### src/rtl/ir_cmd_pkg.sv
// Shared key codes, direction encodings and action FSM states for the IR
// command conditioner.
package ir_cmd_pkg;

  localparam logic [3:0] KEY_STOP  = 4'h2;
  localparam logic [3:0] KEY_LEFT  = 4'h4;
  localparam logic [3:0] KEY_SHOOT = 4'h5;
  localparam logic [3:0] KEY_RIGHT = 4'h6;
  localparam logic [3:0] KEY_START = 4'h8;

  localparam logic [2:0] DIR_LEFT  = 3'b001;
  localparam logic [2:0] DIR_RIGHT = 3'b010;
  localparam logic [2:0] DIR_STOP  = 3'b100;

  typedef enum logic [1:0] {
    ST_IDLE     = 2'd0,
    ST_HOLD     = 2'd1,
    ST_COOLDOWN = 2'd2
  } actState_t;

  function automatic logic isKnownKey(input logic [3:0] code);
    return (code == KEY_STOP) || (code == KEY_LEFT) || (code == KEY_SHOOT) ||
           (code == KEY_RIGHT) || (code == KEY_START);
  endfunction

  // Shoot and start keys also park the direction in the stop position.
  function automatic logic [2:0] keyToDir(input logic [3:0] code);
    if (code == KEY_LEFT)  return DIR_LEFT;
    if (code == KEY_RIGHT) return DIR_RIGHT;
    return DIR_STOP;
  endfunction

endpackage

### src/rtl/action_timer.sv
// Loadable down-counter with a zero flag; shared by the HOLD and COOLDOWN
// phases of the action FSM.
module action_timer #(
  parameter int unsigned CNT_W = 22
) (
  input  logic             master_clk,
  input  logic             resetn,
  input  logic             load,
  input  logic [CNT_W-1:0] loadValue,
  input  logic             dec,
  output logic             zero
);

  logic [CNT_W-1:0] count;

  // Stops at zero so a stray decrement can never wrap the count.
  always_ff @(posedge master_clk or negedge resetn) begin
    if (!resetn) begin
      count <= '0;
    end else if (load) begin
      count <= loadValue;
    end else if (dec && (count != '0)) begin
      count <= count - CNT_W'(1);
    end
  end

  assign zero = (count == '0);

endmodule

### src/rtl/ir_cmd_conditioner.sv
// Registered, validated command stage between the IR receiver and the game
// processor: direction levels plus stretched, cooldown-guarded action pulses.
module ir_cmd_conditioner
  import ir_cmd_pkg::*;
#(
  parameter int unsigned HOLD_CYCLES     = 240000,
  parameter int unsigned COOLDOWN_CYCLES = 2500000,
  parameter int unsigned CNT_W           = 22,
  parameter bit          CHECK_INV       = 1'b1
) (
  input  logic        master_clk,
  input  logic        resetn,
  input  logic        data_ready,
  input  logic [31:0] ir_data,
  output logic        left,
  output logic        right,
  output logic        stop,
  output logic        shoot,
  output logic        start,
  output logic        cmd_valid,
  output logic [3:0]  last_code,
  output logic [7:0]  reject_count
);

  logic             dataReadyQ;
  logic             rdyRise;
  logic [3:0]       keyCode;
  logic [7:0]       invByte;
  logic             invOk;
  logic             frameAccept;
  logic             frameReject;
  logic             actionKey;
  logic [2:0]       dirReg;
  logic             cmdValidReg;
  logic [3:0]       lastCodeReg;
  logic [7:0]       rejectCountReg;
  actState_t        state;
  actState_t        stateNext;
  logic             shootReg;
  logic             shootNext;
  logic             startReg;
  logic             startNext;
  logic             timerLoad;
  logic             timerDec;
  logic             timerZero;
  logic [CNT_W-1:0] timerLoadValue;
  logic             unusedBits;

  assign rdyRise     = data_ready & ~dataReadyQ;
  assign keyCode     = ir_data[19:16];
  assign invByte     = ~ir_data[23:16];
  assign invOk       = !CHECK_INV || (ir_data[31:24] == invByte);
  assign frameReject = rdyRise & ~invOk;
  assign frameAccept = rdyRise & invOk & isKnownKey(keyCode);
  assign actionKey   = (keyCode == KEY_SHOOT) || (keyCode == KEY_START);
  assign unusedBits  = ^ir_data[15:0];

  always_ff @(posedge master_clk or negedge resetn) begin
    if (!resetn) begin
      dataReadyQ     <= 1'b0;
      dirReg         <= DIR_STOP;
      cmdValidReg    <= 1'b0;
      lastCodeReg    <= 4'h0;
      rejectCountReg <= 8'h00;
    end else begin
      dataReadyQ  <= data_ready;
      cmdValidReg <= frameAccept;
      if (frameAccept) begin
        dirReg      <= keyToDir(keyCode);
        lastCodeReg <= keyCode;
      end
      if (frameReject && (rejectCountReg != 8'hFF)) begin
        rejectCountReg <= rejectCountReg + 8'h01;
      end
    end
  end

  // Action FSM: actions are only taken from IDLE, so repeats during HOLD or
  // COOLDOWN neither extend nor restart the pulse.
  always_comb begin
    stateNext      = state;
    shootNext      = shootReg;
    startNext      = startReg;
    timerLoad      = 1'b0;
    timerLoadValue = '0;
    timerDec       = 1'b0;
    unique case (state)
      ST_IDLE: begin
        if (frameAccept && actionKey) begin
          stateNext      = ST_HOLD;
          timerLoad      = 1'b1;
          timerLoadValue = CNT_W'(HOLD_CYCLES - 1);
          shootNext      = (keyCode == KEY_SHOOT);
          startNext      = (keyCode == KEY_START);
        end
      end
      ST_HOLD: begin
        if (timerZero) begin
          stateNext      = ST_COOLDOWN;
          timerLoad      = 1'b1;
          timerLoadValue = CNT_W'(COOLDOWN_CYCLES - 1);
          shootNext      = 1'b0;
          startNext      = 1'b0;
        end else begin
          timerDec = 1'b1;
        end
      end
      ST_COOLDOWN: begin
        if (timerZero) stateNext = ST_IDLE;
        else           timerDec  = 1'b1;
      end
      default: stateNext = ST_IDLE;
    endcase
  end

  always_ff @(posedge master_clk or negedge resetn) begin
    if (!resetn) begin
      state    <= ST_IDLE;
      shootReg <= 1'b0;
      startReg <= 1'b0;
    end else begin
      state    <= stateNext;
      shootReg <= shootNext;
      startReg <= startNext;
    end
  end

  action_timer #(
    .CNT_W(CNT_W)
  ) actionTimer (
    .master_clk(master_clk),
    .resetn    (resetn),
    .load      (timerLoad),
    .loadValue (timerLoadValue),
    .dec       (timerDec),
    .zero      (timerZero)
  );

  assign {stop, right, left} = dirReg;
  assign shoot               = shootReg;
  assign start               = startReg;
  assign cmd_valid           = cmdValidReg;
  assign last_code           = lastCodeReg;
  assign reject_count        = rejectCountReg;

endmodule
### config.mk
export PLATFORM = sky130hd
export DESIGN_NAME = ir_cmd_conditioner
export DESIGN_NICKNAME = d
export VERILOG_FILES = /design/src/rtl/ir_cmd_pkg.sv /design/src/rtl/action_timer.sv /design/src/rtl/ir_cmd_conditioner.sv
export SDC_FILE = /design/constraint.sdc
export NUM_CORES = 1
export LEC_CHECK = 0
export CORE_AREA = 10 10 78 87
export DETAILED_ROUTE_END_ITERATION = 6
export DIE_AREA = 0 0 88 97
export GPL_ROUTABILITY_DRIVEN = 0
export PLACE_DENSITY = 0.83
export SLEW_MARGIN = 25
export SYNTH_ARGS = -nofsm -noshare
export SYNTH_HDL_FRONTEND = slang
export SYNTH_SLANG_ARGS = --single-unit
export TNS_END_PERCENT = 50
### constraint.sdc
create_clock -name master_clk -period 2.6 [get_ports master_clk]
set_clock_uncertainty 0.15 [all_clocks]
set_input_delay 0.26 -clock master_clk [delete_from_list [all_inputs] [get_ports master_clk]]
set_output_delay 0.26 -clock master_clk [all_outputs]
set_load 0.02 [all_outputs]
==> reports/metrics.csv <==
metric,value,unit
outcome,finished clean,
Vias,1997,
ANT nets after route,0,
post-synthesis cell type count,55,
Async SR Flop Fraction,100,%
maximum vdd drop,0.474,mV
Skew-Pair Late Insertion Delay,0.30,ns
min-delay worst type,in -> reg,
Final period util,94.8,%
total track usage,13.4,%
First DRT Iteration DRCs,103,
number of synthesized register bits,43,
crit path max fanout,6,
flop2flop setup slack,0.14,ns
vias per cell,5.64,
Power Density,488,nW/um2
CTS tree,built,
"EDFF count, synth",0,
IO Count,53,
Worst Tran Pin Value,0.545,ns
fin. max-slew vios,0,
Worst slew margin,63.7,%
busiest grt layer,met2,
crit path DAT,2.49,ns
first-pass GRT wire length,9490,um
GRT met2 Usage,22.2,%
Diodes inserted,0,
post-cts sizing count,0,
critical path required time,2.62,ns
number of detailed-route iterations in the first pass,4,
final hold slack,0.316,ns
final wirelength,5510,um
clock buffer depth,2,
sequential fraction of the synthesis area,43.0,%
gr ovfl total,0,
startpoint type of the worst setup path,register,
Hold Path Sink,dataReadyQ,
fillers,391,
post-layout minimum cycle time,2.46,ns
Worst-path clk slew,0.08,ns
Max Cap Violations,0,
Avg WL per Cell,15.6,um
"Top FF cell, synth",dfrtp_1,
Post-CTS Setup Bufs,0,
Port Buffers,36,
DIE AREA,8540,um2
setup tns final,0,ns
"Warnings, synthesis",0,
Placement Rows,27,
H-tree Lvls,2,
Synth area leaders,"dfrtp_1 42%, xnor2_1 7.0%, xor2_1 3.8%",
Max Freq,406,MHz
Hold Fails Final Rpt,0,
P_leak,1.18,nW
met1 Usage GRT,16.1,%
Hold Path Depth,1,
Worst Setup End Kind,register,
total CTS buffers,5,
largest net degree at the start of global routing,44,
Synth area leader,dfrtp_1,
Post-Synthesis Cell Area,2510,um2
top cell type's share of synthesized area,41.9,%
RSZ-0062 raised after global routing,no,
drt drc,0,
core box area,4970,um2
clk sinks,43,
vias in the first global route,2047,
Starting Density,50.5,%
Worst R2R End,actionTimer.count[11],
Nets,337,
die height,97,um
hold path start,data_ready,
Worst Setup Path Type,reg -> reg,
Worst R2R Path Depth,7,
hold_buf cts,1,
"leading cell type in the layout, fill and taps excluded",dfrtp_1,
Syn-to-layout area delta,22.3,%
"commonest non-fill, non-tap cells in the layout","42 x dfrtp_1, 35 x clkdlybuf4s50_1, 20 x xnor2_1, 19 x nand2_1, 15 x nor2_1",
share of cells above drive strength 1,11.8,%
post-synth net total,293,
met3 Resource Use GR,4.52,%
root buf cell,clkbuf_8,
Final setup viols,0,
Mapped Avg Cell Area,9.98,um2
DP HPWL,4130,um
initial antenna violation count,0,
DIE WIDTH,88,um
cell count after synthesis,251,
RR Startpoint,state[0],
[synthesized netlist by cell type (4+ instances only)]
cell type  number
xnor2_1        20
nor2_1         15
nor2b_1         4
a211oi_1        4
mux2_2          5
nand2_1        19
inv_1           8
xor2_1         11
buf_2           7
a21oi_1        10
ha_1            7
o21ai_0         7
and4_1          5
nor4_1          8
a31oi_1         4
clkbuf_1        5
nand3_1         5
nand4_1        10
dfrtp_1        42
nand2b_1        4
[critical path, cell delays in order (launching register included)]
cell       delay (ns)
dfrtp_1          0.39
inv_1            0.09
ha_1             0.37
or3b_1           0.39
or2_1            0.37
a2111oi_4        0.37
xnor2_1          0.15
nand2_1          0.07
[worst max path at each step]
stage	from	end	cells after the start
final	state[0]	actionTimer.count[11]	7
after global routing	state[0]	actionTimer.count[11]	7
after CTS	state[0]	actionTimer.count[11]	7
after detailed placement	state[0]	actionTimer.count[11]	7
after global placement	state[0]	actionTimer.count[11]	7
after floorplan	state[0]	actionTimer.count[11]	8
[routing by layer]
metal	vias up	share of wire (%)	wire [um]
met5	-	0	0
met4	0	1.3	71
met3	6	5.1	282
met2	38	51	2780
met1	960	43	2370
li1	993	-	-
[registers in the layout, indices dropped and copies added, names as in the netlist]
| register | flops |
|---|---|
| dirReg | 3 |
| dataReadyQ | 1 |
| start | 1 |
| reject_count | 8 |
| actionTimer.count | 22 |
| last_code | 4 |
| shoot | 1 |
| cmd_valid | 1 |
| state | 2 |
[power by group]
part	internal [mW]	switching (mW)	total, mW
Clock	0.188	0.229	0.417
Combinational	0.160	0.152	0.312
Sequential	0.712	0.0547	0.767
Total	1.06	0.436	1.50
[stage by stage]
stage	std cells	instance area, um2	total power, mW	setup WS (ns)	utilization (%)
final	354	3060	1.50	0.135	61.7
after CTS	354	3060	1.52	0.135	61.7
after detailed placement	345	2970	1.09	0.165	59.7
after floorplan	251	2510	0.930	0.324	-
after global placement	345	2970	1.09	0.193	59.7
after global routing	354	3060	1.57	0.0118	61.7
[kinds of logic (layout without fill, tap and decap cells)]
logic type	Yosys count	count (layout)	share of synthesized area (%)
AND/OR/NAND/NOR	97	97	22.5
multiplexers	9	9	3.99
buffers and inverters	21	66	3.79
flip-flops	43	43	43.0
XOR/XNOR	31	31	10.8
AO/OA/AOI/OAI	43	43	12.4
adder cells (fa/ha/maj)	7	7	3.49
[final cells by class]
class	instances	area, um2	share of cell area, %
sequential	43	1080	35.2
clock buffer	6	72.6	2.37
clock inverter	2	12.5	0.408
inverter	8	30.0	0.980
tap	58	72.6	2.37
multi-input combinational	187	1330	43.5
timing repair buffer	50	465	15.2
Note: power is estimated with default switching activity, not from simulation.
